<file path="src/rtl/vrp_arb_lock_rr_if.sv">
// Requester/downstream bundle for the burst-locking round-robin arbiter.
// Combinational path end to end; the arbiter stalls requesters by withholding v_in_rdy.
interface vrp_arb_lock_rr_if #(
  parameter int BIN_WIDTH = 2,
  parameter int CNT_WIDTH = 4
);
  localparam int OH_WIDTH = 1 << BIN_WIDTH;

  logic [OH_WIDTH-1:0]  v_in_vld;
  logic [OH_WIDTH-1:0]  v_in_last;
  logic [OH_WIDTH-1:0]  v_in_rdy;
  logic                 out_vld;
  logic                 out_rdy;
  logic                 out_last;
  logic [BIN_WIDTH-1:0] out_idx;
  logic                 out_lock;
  logic [CNT_WIDTH-1:0] out_beat;

  modport master (
    output v_in_vld, v_in_last, out_rdy,
    input  v_in_rdy, out_vld, out_last, out_idx, out_lock, out_beat
  );

  modport slave (
    input  v_in_vld, v_in_last, out_rdy,
    output v_in_rdy, out_vld, out_last, out_idx, out_lock, out_beat
  );
endinterface

</file>
<file path="src/rtl/vrp_arb_lock_rr.sv">
// Round-robin arbiter that keeps a winner until its last beat; zero-latency grant path.
// A stalled offer freezes the choice (HOLD) so requesters never see the grant move under them.
module vrp_arb_lock_rr #(
  parameter int BIN_WIDTH = 2,
  parameter int CNT_WIDTH = 4
) (
  input  logic               clk,
  input  logic               rst,
  vrp_arb_lock_rr_if.slave   bus
);
  localparam int OH_WIDTH = 1 << BIN_WIDTH;

  typedef enum logic [1:0] {ST_ARB, ST_HOLD, ST_LOCK} state_e;

  state_e               state_q, state_d;
  logic [BIN_WIDTH-1:0] owner_q, owner_d;
  logic [OH_WIDTH-1:0]  prev_oh_q, prev_oh_d;
  logic [CNT_WIDTH-1:0] beat_cnt_q, beat_cnt_d;

  logic [OH_WIDTH-1:0]  hi_mask, req_hi, sel_oh, g_oh, rdy_oh;
  logic [BIN_WIDTH-1:0] sel_idx, g_idx;
  logic                 seen, vld_w, last_w, fire;

  // hi_mask[i] is set when prev_oh has a bit strictly below i.
  always_comb begin
    hi_mask = '0;
    seen    = 1'b0;
    for (int i = 0; i < OH_WIDTH; i++) begin
      hi_mask[i] = seen;
      seen       = seen | prev_oh_q[i];
    end
    req_hi  = bus.v_in_vld & hi_mask;
    sel_idx = '0;
    for (int i = OH_WIDTH - 1; i >= 0; i--) begin
      if (bus.v_in_vld[i]) sel_idx = BIN_WIDTH'(i);
    end
    if (|req_hi) begin
      for (int i = OH_WIDTH - 1; i >= 0; i--) begin
        if (req_hi[i]) sel_idx = BIN_WIDTH'(i);
      end
    end
    sel_oh = OH_WIDTH'(1) << sel_idx;
  end

  always_comb begin
    g_idx  = (state_q == ST_ARB) ? sel_idx : owner_q;
    g_oh   = OH_WIDTH'(1) << g_idx;
    vld_w  = (state_q == ST_ARB) ? (|bus.v_in_vld) : bus.v_in_vld[g_idx];
    last_w = bus.v_in_last[g_idx];
    fire   = vld_w & bus.out_rdy;
    rdy_oh = fire ? g_oh : '0;
  end

  assign bus.out_vld  = vld_w;
  assign bus.out_last = last_w;
  assign bus.out_idx  = g_idx;
  assign bus.v_in_rdy = rdy_oh;
  assign bus.out_lock = (state_q != ST_ARB);
  assign bus.out_beat = beat_cnt_q;

  always_comb begin
    state_d    = state_q;
    owner_d    = owner_q;
    prev_oh_d  = prev_oh_q;
    beat_cnt_d = beat_cnt_q;
    case (state_q)
      ST_ARB: begin
        if (vld_w && !bus.out_rdy) begin
          state_d = ST_HOLD;
          owner_d = sel_idx;
        end else if (fire && !last_w) begin
          state_d    = ST_LOCK;
          owner_d    = sel_idx;
          beat_cnt_d = CNT_WIDTH'(1);
        end else if (fire) begin
          prev_oh_d  = sel_oh;
          beat_cnt_d = '0;
        end
      end
      ST_HOLD: begin
        if (fire && !last_w) begin
          state_d    = ST_LOCK;
          beat_cnt_d = CNT_WIDTH'(1);
        end else if (fire) begin
          state_d    = ST_ARB;
          prev_oh_d  = g_oh;
          beat_cnt_d = '0;
        end
      end
      ST_LOCK: begin
        if (fire && last_w) begin
          state_d    = ST_ARB;
          prev_oh_d  = g_oh;
          beat_cnt_d = '0;
        end else if (fire && !(&beat_cnt_q)) begin
          beat_cnt_d = beat_cnt_q + CNT_WIDTH'(1);
        end
      end
      default: state_d = ST_ARB;
    endcase
  end

  // Reset leaves index OH_WIDTH-1 as the previous winner so index 0 goes first.
  always_ff @(posedge clk) begin
    if (rst) begin
      state_q    <= ST_ARB;
      owner_q    <= '0;
      prev_oh_q  <= {1'b1, {(OH_WIDTH-1){1'b0}}};
      beat_cnt_q <= '0;
    end else begin
      state_q    <= state_d;
      owner_q    <= owner_d;
      prev_oh_q  <= prev_oh_d;
      beat_cnt_q <= beat_cnt_d;
    end
  end
endmodule
</file>
<file path="src/flat_wrapper.sv">
// flat-port wrapper written by rule: the top's interface ports become plain ports
module vrp_arb_lock_rr_flat 
#(
  parameter int BIN_WIDTH = 2,
  parameter int CNT_WIDTH = 4
)
  (clk, rst, bus_v_in_vld, bus_v_in_last, bus_out_rdy, bus_v_in_rdy, bus_out_vld, bus_out_last, bus_out_idx, bus_out_lock, bus_out_beat);
  vrp_arb_lock_rr_if #(.BIN_WIDTH(BIN_WIDTH), .CNT_WIDTH(CNT_WIDTH)) bus_i ();
  input  logic clk;
  input  logic rst;
  input wire logic [$bits(bus_i.v_in_vld)-1:0] bus_v_in_vld;
  input wire logic [$bits(bus_i.v_in_last)-1:0] bus_v_in_last;
  input wire logic [$bits(bus_i.out_rdy)-1:0] bus_out_rdy;
  output wire logic [$bits(bus_i.v_in_rdy)-1:0] bus_v_in_rdy;
  output wire logic [$bits(bus_i.out_vld)-1:0] bus_out_vld;
  output wire logic [$bits(bus_i.out_last)-1:0] bus_out_last;
  output wire logic [$bits(bus_i.out_idx)-1:0] bus_out_idx;
  output wire logic [$bits(bus_i.out_lock)-1:0] bus_out_lock;
  output wire logic [$bits(bus_i.out_beat)-1:0] bus_out_beat;
  assign bus_i.v_in_vld = bus_v_in_vld;
  assign bus_i.v_in_last = bus_v_in_last;
  assign bus_i.out_rdy = bus_out_rdy;
  assign bus_v_in_rdy = bus_i.v_in_rdy;
  assign bus_out_vld = bus_i.out_vld;
  assign bus_out_last = bus_i.out_last;
  assign bus_out_idx = bus_i.out_idx;
  assign bus_out_lock = bus_i.out_lock;
  assign bus_out_beat = bus_i.out_beat;
  vrp_arb_lock_rr #(.BIN_WIDTH(BIN_WIDTH), .CNT_WIDTH(CNT_WIDTH)) u_core (.clk(clk), .rst(rst), .bus(bus_i));
endmodule
</file>
<file path="config.mk">
export PLATFORM = sky130hd
export DESIGN_NAME = vrp_arb_lock_rr_flat
export DESIGN_NICKNAME = d
export VERILOG_FILES = /design/src/rtl/vrp_arb_lock_rr_if.sv /design/src/rtl/vrp_arb_lock_rr.sv /design/src/flat_wrapper.sv
export SDC_FILE = /design/constraint.sdc
export NUM_CORES = 1
export LEC_CHECK = 0
export BUFFER_PORTS_ARGS = -buffer_cell sky130_fd_sc_hd__buf_2
export CAP_MARGIN = 0
export CORE_MARGIN = 1
export CORE_UTILIZATION = 35
export DETAILED_ROUTE_END_ITERATION = 12
export PLACE_DENSITY = 0.62
export SYNTH_ARGS = -nofsm -noshare
export SYNTH_HDL_FRONTEND = slang
export SYNTH_SLANG_ARGS = --single-unit
</file>
<file path="constraint.sdc">
create_clock -name clk -period 2.4 [get_ports clk]
set_clock_uncertainty 0.2 [all_clocks]
set_input_delay 0.48 -clock clk [delete_from_list [all_inputs] [get_ports clk]]
set_output_delay 0.48 -clock clk [all_outputs]
set_load 0.1 [all_outputs]
</file>
-- Yosys cells after proc, flatten, opt, wreduce, memory -nomap -nowiden
Index checks and enable logic that the tools add are counted.
W data, S select, Z words.
- flip-flop bits (word level): 11
- output and inout port bits: 13
- logic and storage cells: 78
- add/subtract/negate cells: 1
- magnitude comparators: 1
- equal/unequal tests: 11
- shift-type cells: 2
- mux-type cells: 37
- bitwise logic cells: 4
- reductions and logical operators: 18
- operator list (cell ; count):
    $mux W2 ; 17
    $mux W4 ; 6
    $mux W3 ; 6
    $pmux W4 S3 ; 1
    $pmux W3 S3 ; 1
    $reduce_or A4 Y1 ; 2
    $reduce_and A7 Y1 ; 1
    $ne A2 B1 Y1 const B ; 3
    $ne A2 B2 Y1 const B ; 3
    $ne A3 B1 Y1 const B ; 2
    $pmux W2 S3 ; 1
    $reduce_and A3 Y1 ; 2
    $add A4 B1 Y4 const B ; 1
    $and A4 B4 Y4 ; 1
    $bmux W1 S2 ; 2
    $logic_and A1 B1 Y1 ; 4
    $reduce_and A4 Y1 ; 1
    $reduce_bool A2 Y1 ; 2
    $shl A1 B2 Y4 const A ; 1
    $logic_not A1 Y1 ; 3
    $lt A2 B3 Y1 const B ; 1
    $mux W1 ; 3
    $ne A3 B3 Y1 const B ; 1
    $reduce_bool A3 Y1 ; 1
    7 further kinds ; 8

-- Longest topological paths before layout
Gate-level depths: netlist (run 1).
- depth after elaboration: 18
- mapped depth: 12

-- Worst setup path before layout (run 1)
No wires, ideal clock.
- kind: input to output
- start point: input port bus_v_in_vld[1]
- end point: output port bus_v_in_rdy[1]
- data arrival time: 4077 ps
- slack: -2357 ps
- stages: 8
- cells stage by stage: buf_2 -> inv_1 -> a21oi_1 -> o21ai_1 -> a21o_2 -> inv_1 -> nand2_1 -> nor3_1
- cells in the longest elaborated chain, start to end: 13
- ends and longest elaborated chain (item ; line ; text):
    from (decl) ; flat_wrapper.sv:11 ; input wire logic [$bits(bus_i.v_in_vld)-1:0] bus_v_in_vld;
    $mux W2 (2 in a row) ; vrp_arb_lock_rr.sv:35 ; if (bus.v_in_vld[i]) sel_idx = BIN_WIDTH'(i);
    $mux W2 (4 in a row) ; vrp_arb_lock_rr.sv:39 ; if (req_hi[i]) sel_idx = BIN_WIDTH'(i);
    $mux W2 (*) ; vrp_arb_lock_rr.sv:37 ; if (|req_hi) begin
    $mux W2 (*) ; vrp_arb_lock_rr.sv:46 ; g_idx = (state_q == ST_ARB) ? sel_idx : owner_q;
    net bus_out_idx[0] ; flat_wrapper.sv:17 ; output wire logic [$bits(bus_i.out_idx)-1:0] bus_out_idx;
    $bmux W1 S2 ; vrp_arb_lock_rr.sv:48 ; vld_w = (state_q == ST_ARB) ? (|bus.v_in_vld) : bus.v_in_vld[g_idx];
    $mux W1 (not written as such) ; vrp_arb_lock_rr.sv:48 ;
    $mux W1 ; vrp_arb_lock_rr.sv:48 ;
    $and A1 B1 Y1 ; vrp_arb_lock_rr.sv:50 ; fire = vld_w & bus.out_rdy;
    $mux W4 (*) ; vrp_arb_lock_rr.sv:51 ; rdy_oh = fire ? g_oh : '0;
    to (decl) ; flat_wrapper.sv:14 ; output wire logic [$bits(bus_i.v_in_rdy)-1:0] bus_v_in_rdy;
The timed path passes the listed nets; every way through them passes the cells marked *. The select of a mux whose other input is x is not followed.

-- Final worst setup path (run 1)
- start point: register u_core.prev_oh_q[0]
- end point: output port bus_v_in_rdy[0]
- cells in the longest elaborated chain, start to end: 14
- ends and longest elaborated chain (item ; line ; text):
    from (decl) ; vrp_arb_lock_rr.sv:17 ; logic [OH_WIDTH-1:0] prev_oh_q, prev_oh_d;
    from (signal assigned) ; vrp_arb_lock_rr.sv:108 ; prev_oh_q <= {1'b1, {(OH_WIDTH-1){1'b0}}};
    from (signal assigned) ; vrp_arb_lock_rr.sv:113 ; prev_oh_q <= prev_oh_d;
    $or A1 B1 Y1 (2 in a row) ; vrp_arb_lock_rr.sv:30 ; seen = seen | prev_oh_q[i];
    $and A4 B4 Y4 (*) ; vrp_arb_lock_rr.sv:32 ; req_hi = bus.v_in_vld & hi_mask;
    $mux W2 (4 in a row) ; vrp_arb_lock_rr.sv:39 ;
    $mux W2 (*) ; vrp_arb_lock_rr.sv:37 ;
    $mux W2 (*) ; vrp_arb_lock_rr.sv:46 ;
    $bmux W1 S2 ; vrp_arb_lock_rr.sv:48 ;
    $mux W1 (not written as such) ; vrp_arb_lock_rr.sv:48 ;
    $mux W1 ; vrp_arb_lock_rr.sv:48 ;
    $and A1 B1 Y1 ; vrp_arb_lock_rr.sv:50 ;
    $mux W4 (*) ; vrp_arb_lock_rr.sv:51 ;
Every way passes the cells marked *; elsewhere a longest branch is shown, timed or not. The select of a mux whose other input is x is not followed.

==> metrics.yaml, run 1 <==
clock_network:
  h-tree-depth: 1
  numCtsBuffers: 3
  clk_latency_ns: 0.27
  cts_hold_buf: 0
  cts_root_buf: "clkbuf_4"
  path_clk_slew_ns: 0.07
  cts_sinks: 11
  clockBufferDepth: 2
  cts_tree: "yes"
setup_path:
  worstPathCellList: "o31ai_4 -> inv_1 -> o21ai_2 -> a21o_4 -> clkinvlp_4 -> or3_4 -> nor2_4 -> buf_12"
  worstPathArrival_ns: 2.20
  rr_worst_depth: 13
  path_class: "reg2out"
  endpoint_kind: "primary output"
  cp_num_cells: 8
  crit_path_max_fanout: 4
  cp_slowest_stage_delay_ns: 0.41
  worst-path-buf-inv: 3
  critPathRequiredTime_ns: 1.72
  crit_family: "compound AO/OA/AOI/OAI gates"
  start_kind: "register"
  cpMaxStageDelayCell: "or3_4"
grt:
  antenna_found_initial: 0
  grt_max_degree: 11
  grt-ovfl-total: 0
  grt_pass1_wl_um: 5890
  grt.total_usage_pct: 24.3
  grt_pass1_vias: 1295
layout:
  stdcell_count: 230
  fin_area_um2: 2030
  final_cell_mix: "41 x buf_4, 14 x buf_2, 12 x buf_6"
  nets: 216
  diodes: 0
  final_util_pct: 74.4
  drive_gt1_share_pct: 65.3
  synthToLayoutAreaGrowth_pct: 103
  final_common_cell: "buf_4"
placed_design:
  portBuffers: 23
  hpwl_um: 2370
  gp_congestion: 0.863
  place_area_um2: 1620
  placed_cells: 205
synth:
  yosysWarnings: 0
  synth_enable_flop_cells: 0
  ys.flop_type: "dfxtp_1"
  netlist_area_um2: 1000
  syn_inst: 122
  async_flop_share_pct: 0
  synth_largest_area_cell: "dfxtp_1"
  syn-num-nets: 138
  syn_avg_cell_area_um2: 8.21
  yosysTopAreaCellShare_pct: 22.0
  yosys-top-cells-area: "dfxtp_1 22%, ha_1 6.2%, a211oi_1 5.2%, mux2i_1 5.0%, inv_1 4.5%"
  synth_cell_types: 45
  synth-seq-area-share_pct: 22.0
  ys_seq_elements: 11
timing:
  slew_headroom_pct: 67.8
  fmax_ghz: 0.348
  final-hold-violation-count: 0
  period_needed_ns: 2.88
  tightestPinTransition_ns: 0.486
  rsz0062_at_grt: "true"
  finalCritPeriodShare_pct: 120
  setup_viol: 19
  worst_slack_ns: -0.475
  slew_viol_final: 0
  whs_ns: 0.306
detailed_routing:
  drtAntennaViolNets: 0
  vias: 1267
  wl_um: 3770
  avgRoutedWirePerCell_um: 16.4
  drc: 0
  first_iter_violations: 54
  via_per_inst: 5.51
  dr.pass1.iters: 4
run_status:
  violations: "setup timing"
  status: "finished with violations"
floorplan:
  ios: 24
  dieArea_um2: 3080
  rows: 19
  start_util_pct: 36.7
  die_y_um: 55.5
  die_w_um: 55.5
  core_um2: 2730
min_path:
  min_path_type: "reg2reg"
  worstHoldPathCells: 2
run:
  drv_cap: 0
[tightest hold or removal path: stages, from the launching register on]
cell	delay, ns
dfxtp_1	0.33
nand3_1	0.07
mux2i_1	0.06
[cells in the mapped netlist (2+ instances only)]
master	number
nand2_1	9
nor2_1	10
mux2i_1	5
o311a_1	2
a211o_1	2
nand2b_1	4
o21ai_0	3
nand3_1	7
buf_2	3
a211oi_1	7
o31ai_1	2
inv_1	12
a21o_2	2
a21oi_1	4
o21ai_1	2
ha_1	5
or3_1	2
nand4_1	3
a21o_1	2
dfxtp_1	11
[what timing repair did]
action	4_1_cts	5_1_grt
pin swaps	15	15
setup endpoints to repair	19	19
setup buffers	10	14
gates resized for setup	36	17
[flip-flops by register name (all words and copies together), names as in the netlist]
| register | count |
|---|---|
| u_core.state_q | 2 |
| u_core.bus.out_beat | 4 |
| u_core.owner_q | 2 |
| u_core.prev_oh_q | 3 |
[metrics by stage]
stage               setup slack, ns  TNS (ns)
finish                       -0.475     -5.94
floorplan                    -0.928    -10.63
global placement             -0.396     -5.34
detailed placement           -0.436     -6.11
global route                 -0.558     -7.52
CTS                          -0.403     -3.79
[logic make-up (layout without fill, tap and decap cells)]
kind of cell	after synthesis	after routing	synth area share, %
simple gates	43	43	22.7
compound gates	39	39	35.7
buf+inv	18	95	7.49
flops	11	11	22.0
fa+ha+maj	5	5	6.24
mux	5	5	4.99
xor+xnor	1	1	0.874
[cell type report]
cell class / instances / area [µm²]
timing repair buffer: 77 / 708
sequential: 11 / 226
fill: 178 / 701
inverter: 14 / 78.8
clock buffer: 4 / 26.3
tap: 31 / 38.8
multi-input combinational: 93 / 955
[routing by layer]
metal	track usage, %	part of all wire, %
met1	28.2	38
met3	3.04	4.8
met4	7.86	2.9
met2	45.6	54
met5	0	0
[final timing paths]
| path | startpoint | to | slack [ns] |
|---|---|---|---|
| setup reg to reg | u_core.prev_oh_q[1] | u_core.bus.out_beat[3] | -0.34 |
| hold / removal | u_core.bus.out_beat[3] | u_core.bus.out_beat[3] | 0.31 |
| setup / recovery | u_core.prev_oh_q[0] | bus_v_in_rdy[0] | -0.48 |
| hold reg to reg | u_core.bus.out_beat[3] | u_core.bus.out_beat[3] | 0.31 |
Power of run 1 is left out: the tool's default activity adds up to more than one toggle a clock period on the data nets, which glitch-free logic cannot reach.
==> run 2, diff against run 1 <==
--- a/config.mk
+++ b/config.mk
@@ -10,7 +10,7 @@
 export CORE_MARGIN = 1
 export CORE_UTILIZATION = 35
 export DETAILED_ROUTE_END_ITERATION = 12
-export PLACE_DENSITY = 0.62
+export PLACE_DENSITY = 0.6
 export SYNTH_ARGS = -nofsm -noshare
 export SYNTH_HDL_FRONTEND = slang
 export SYNTH_SLANG_ARGS = --single-unit
==> constraint.sdc (replaced) <==
create_clock -name clk -period 3.55 [get_ports clk]
set_clock_uncertainty 0.2 [all_clocks]
set_input_delay 0.71 -clock clk [delete_from_list [all_inputs] [get_ports clk]]
set_output_delay 0.71 -clock clk [all_outputs]
set_load 0.1 [all_outputs]
==> run 2 against run 1 <==
The run now ends clean. Global-route usage shrank 6.2 points. Die area is the same. Utilization shrank 26 points. Via count shrank 21%. Critical endpoint unchanged. Hold slack lost 0.0042 ns. Routed wire length shrank 32%. First-iteration DRC count shrank 13%. Count of clock-buffer cells in the layout is the same. Final cell count shrank 23%. Critical path depth is the same. Sequential share of layout area grew 5.4 points.
==> metrics.yaml, run 2 (synthesis gave the netlist of run 1 again) <==
placed_design:
  hpwl_um: 2080  # -12%
  dp_slack_ns: 0.227  # +0.663 ns
  gp_congestion: 0.739  # -14%
  portBuffers: 23  # unchanged
  place_area_um2: 1290  # -20%
floorplan:
  die_w_um: 55.5  # unchanged
  rows: 19  # unchanged
  start_util_pct: 36.7  # unchanged
  core_um2: 2730  # unchanged
  dieArea_um2: 3080  # unchanged
  ios: 24  # unchanged
  die_y_um: 55.5  # unchanged
detailed_routing:
  wl_um: 2560  # -32%
  vias: 1004  # -21%
  avgRoutedWirePerCell_um: 14.4  # -12%
  drc: 0  # unchanged
  dr.pass1.iters: 4  # unchanged
  via_per_inst: 5.64  # +2.4%
  first_iter_violations: 47  # -13%
  drtAntennaViolNets: 0  # unchanged
timing:
  finalCritPeriodShare_pct: 94.8
  slew_viol_final: 0  # unchanged
  setup_viol: 0  # -19
  worst_slack_ns: 0.184  # +0.659 ns
  rsz0062_at_grt: "false"
  whs_ns: 0.302  # -0.00420 ns
  period_needed_ns: 3.37
  final-hold-violation-count: 0  # unchanged
  slew_headroom_pct: 65.2  # -2.6 points
  tightestPinTransition_ns: 0.518  # +0.0325 ns
  fmax_ghz: 0.297
min_path:
  holdPathEnd: "u_core.bus.out_beat[1]"
  worstHoldPathCells: 2  # unchanged
  min_path_type: "reg2reg"
  hold_start: "u_core.bus.out_beat[1]"
layout:
  final_common_cell: "buf_2"
  final_cell_mix: "18 x buf_2, 11 x dfxtp_1, 10 x inv_1"
  seq_area_um2: 220  # -2.8%
  fillers: 266  # +49%
  nets: 164  # -24%
  multi_input_area_um2: 768  # -20%
  drive_gt1_share_pct: 34.7  # -31 points
  fin_area_um2: 1330  # -35%
  synthToLayoutAreaGrowth_pct: 32.5
  final_util_pct: 48.6  # -26 points
  diodes: 0  # unchanged
  largest_reg_flops: 4  # unchanged
clock_network:
  cts_hold_buf: 0  # unchanged
  post_cts_buffers: 0  # -10
  cts_root_buf: "clkbuf_4"
  cts-resized-gates: 0  # -100%
  path_clk_slew_ns: 0.07  # about the same
  cts_tree: "yes"
  clk_latency_ns: 0.26  # about the same
  h-tree-depth: 1  # unchanged
  clockBufferDepth: 2  # unchanged
  cts_sinks: 11  # unchanged
  numCtsBuffers: 3  # unchanged
setup_path:
  r2r-end: "u_core.bus.out_beat[3]"
  r2r-start: "u_core.state_q[0]"
  worstPathCellList: "inv_1 -> ha_1 -> a21boi_1 -> a21o_4 -> clkinvlp_4 -> or3_4 -> nor2_4 -> buf_12"
  critPathRequiredTime_ns: 2.64  # +0.92 ns
  endpoint_kind: "primary output"
  r2r_setup_slack_ns: 0.78  # +1.12 ns
  rr_worst_depth: 10  # -3
  worstPathArrival_ns: 2.46  # +0.26 ns
  path_class: "reg2out"
  cp_slowest_stage_delay_ns: 0.43  # +0.02 ns
  crit_start: "u_core.state_q[0]"
  start_kind: "register"
  cpMaxStageDelayCell: "or3_4"
  crit_path_max_fanout: 6  # +2
grt:
  grt_pass1_wl_um: 4440  # -25%
  grt_pass1_vias: 1032  # -20%
  grt.met1_usage_pct: 20.8  # -7.4 points
  grt_max_degree: 11  # unchanged
  gr-usage-met2_pct: 31.3  # -14 points
  grt_use_met3_pct: 3.28  # +0.23 points
  antenna_found_initial: 0  # unchanged
  grt-ovfl-total: 0  # unchanged
  busiest_layer: "met2"
  grt.total_usage_pct: 18.1  # -6.2 points
run:
  drv_cap: 0  # unchanged
run_status:
  status: "finished, final reports clean"
## run 2: changes by cell type in the layout (fill, tap and decap cells not counted), moves of 3 or more
cell | before | now
a211oi_2 | 6 | 0
nand2_4 | 4 | 0
buf_2 | 14 | 18
nand2_1 | 5 | 9
buf_4 | 41 | 2
dfxtp_1 | 8 | 11
a211oi_1 | 0 | 7
buf_12 | 9 | 5
buf_6 | 12 | 0
## run 2: layer usage
metal | vias up | part of all wire, % | routed length [µm]
met2 | 36 | 49 | 1250
met3 | 4 | 4.2 | 107
met1 | 462 | 45 | 1160
met5 | - | 0 | 0
li1 | 502 | - | -
met4 | 0 | 1.7 | 43
## run 2: worst max-delay path by stage
stage | to | depth (start not counted)
after floorplan | bus_v_in_rdy[0] | 8
after global placement | bus_v_in_rdy[0] | 9
after detailed placement | bus_out_vld | 8
after CTS | bus_v_in_rdy[0] | 8
after global routing | bus_out_vld | 9
final | bus_v_in_rdy[0] | 8
## run 2: metrics by stage
| stage | setup TNS [ns] | std cells |
|---|---|---|
| floorplan | -0.581 | 122 |
| global placement | 0 | 174 |
| detailed placement | 0 | 174 |
| CTS | 0 | 178 |
| global route | 0 | 178 |
| finish | 0 | 178 |
## run 2: area by class of cell
type | count | area share (%)
flip-flops and latches | 11 | 16.6
inverters | 14 | 5.18
clock buffers | 4 | 1.98
well taps | 31 | 2.92
repair buffers | 25 | 15.5
multi-input cells | 93 | 57.9
## run 2: worst max-delay path, delay by kind of cell (launching register included)
kind | cells | cell delay [ns]
AOI/OAI and AO/OA | 2 | 0.64
adders and majority gates | 1 | 0.24
buffers and inverters | 3 | 0.41
DFF | 1 | 0.33
and+or+nand+nor | 2 | 0.57
Power of run 2 is left out for the same reason.
==> run 3, diff against run 2 <==
--- a/config.mk
+++ b/config.mk
@@ -10,7 +10,7 @@
 export CORE_MARGIN = 1
 export CORE_UTILIZATION = 35
 export DETAILED_ROUTE_END_ITERATION = 12
-export PLACE_DENSITY = 0.6
+export PLACE_DENSITY_LB_ADDON = 0.2
 export SYNTH_ARGS = -nofsm -noshare
 export SYNTH_HDL_FRONTEND = slang
 export SYNTH_SLANG_ARGS = --single-unit
==> run 3 against run 2 <==
Final cell count down 0.56%. Global-route usage fell by 0.47 points. Utilization shrank 0.60 points. Sequential share of layout area increased by 0.21 points. Routed wire length is 1.5% lower. Register-to-register slack improved by 0.04 ns. Hold slack better by 0.00091 ns. Maximum frequency shrank 0.11%. Via count decreased by 2.5%. Sequential cell count unchanged. First-iteration DRC count fell by 47%. Setup slack got worse by 0.0037 ns.
==> metrics.yaml, run 3 (synthesis gave the netlist of run 1 again) <==
setup_path:
  critPathRequiredTime_ns: 2.64  # about the same
  crit_start: "u_core.state_q[0]"
  endpoint_kind: "primary output"
  crit_path_max_fanout: 6  # unchanged
  worstPathArrival_ns: 2.46  # about the same
  start_kind: "register"
  r2r-start: "u_core.state_q[0]"
  path_class: "reg2out"
clock_network:
  h-tree-depth: 1  # unchanged
  cts-resized-gates: 0  # unchanged
  cts_tree: "yes"
  numCtsBuffers: 3  # unchanged
  cts_sinks: 11  # unchanged
  cts_root_buf: "clkbuf_4"
  clockBufferDepth: 2  # unchanged
  clk_latency_ns: 0.26  # about the same
  path_clk_slew_ns: 0.07  # about the same
  post_cts_buffers: 0  # unchanged
  cts_hold_buf: 0  # unchanged
timing:
  rsz0062_at_grt: "false"
  fmax_ghz: 0.297  # -0.11%
  slew_viol_final: 0  # unchanged
  finalCritPeriodShare_pct: 94.9  # +0.10 points
  final-hold-violation-count: 0  # unchanged
  period_needed_ns: 3.37  # +0.00366 ns
  setup_viol: 0  # unchanged
  tightestPinTransition_ns: 0.476  # -0.0428 ns
  slew_headroom_pct: 68.1  # +2.9 points
layout:
  nets: 163  # -0.61%
  diodes: 0  # unchanged
  drive_gt1_share_pct: 34.2  # -0.45 points
  synthToLayoutAreaGrowth_pct: 30.8
  fin_area_um2: 1310  # -1.2%
  final_cell_mix: "18 x buf_2, 11 x dfxtp_1, 10 x inv_1"
  final_common_cell: "buf_2"
  largest_reg_flops: 4  # unchanged
run:
  drv_cap: 0  # unchanged
placed_design:
  portBuffers: 23  # unchanged
  hpwl_um: 2060  # -0.95%
  gp_congestion: 0.767  # +3.8%
  place_area_um2: 1280  # -0.58%
detailed_routing:
  via_per_inst: 5.53  # -1.9%
  dr.pass1.iters: 4  # unchanged
  vias: 979  # -2.5%
  first_iter_violations: 25  # -47%
  avgRoutedWirePerCell_um: 14.2  # -0.97%
  drc: 0  # unchanged
  drtAntennaViolNets: 0  # unchanged
  wl_um: 2520  # -1.5%
floorplan:
  core_um2: 2730  # unchanged
  die_y_um: 55.5  # unchanged
  ios: 24  # unchanged
  rows: 19  # unchanged
  dieArea_um2: 3080  # unchanged
  die_w_um: 55.5  # unchanged
  start_util_pct: 36.7  # unchanged
grt:
  grt.total_usage_pct: 17.6  # -0.47 points
  grt_pass1_vias: 963  # -6.7%
  grt_max_degree: 11  # unchanged
  grt-ovfl-total: 0  # unchanged
  antenna_found_initial: 0  # unchanged
  grt_pass1_wl_um: 4330  # -2.6%
run_status:
  status: "finished, final reports clean"
min_path:
  min_path_type: "reg2reg"
  hold_start: "u_core.prev_oh_q[2]"
[run 3: cell type report]
class	count	area, µm²
flip-flops and latches	11	220
repair buffers	24	198
well taps	31	38.8
multi-input cells	93	759
clock buffers	4	26.3
fillers	280	1420
inverters	14	68.8
[run 3: final timing paths]
| path | endpoint | slack (ns) | depth (start not counted) |
|---|---|---|---|
| setup reg to reg | u_core.bus.out_beat[3] | 0.82 | 10 |
| hold reg to reg | u_core.prev_oh_q[2] | 0.30 | 2 |
| setup / recovery | bus_v_in_rdy[0] | 0.18 | 8 |
| hold / removal | u_core.prev_oh_q[2] | 0.30 | 2 |
[run 3: metrics by stage]
step / hold slack [ns] / setup TNS (ns) / setup slack [ns] / cells / util [%]
floorplan: 0.259 / -0.581 / -0.245 / 122 / -
finish: 0.303 / 0 / 0.180 / 177 / 48.0
detailed placement: 0.293 / 0 / 0.223 / 173 / 47.0
CTS: 0.307 / 0 / 0.154 / 177 / 48.0
global placement: 0.288 / 0 / 0.271 / 173 / 47.0
global route: 0.344 / 0 / 0.0219 / 177 / 48.0
[run 3: critical path: stages (launching register included)]
cell and delay, ns:
dfxtp_1 0.33, inv_1 0.10, ha_1 0.24, a21boi_1 0.40, a21o_4 0.26, clkinvlp_4 0.12, or3_4 0.43, nor2_4 0.14
buf_12 0.18
[run 3: metal layers]
layer / part of all wire (%) / track usage, %
met3: 3.3 / 1.64
met1: 46 / 21.4
met5: 0 / 0
met4: 0.71 / 7.50
met2: 50 / 31.5
Power of run 3 is left out for the same reason.
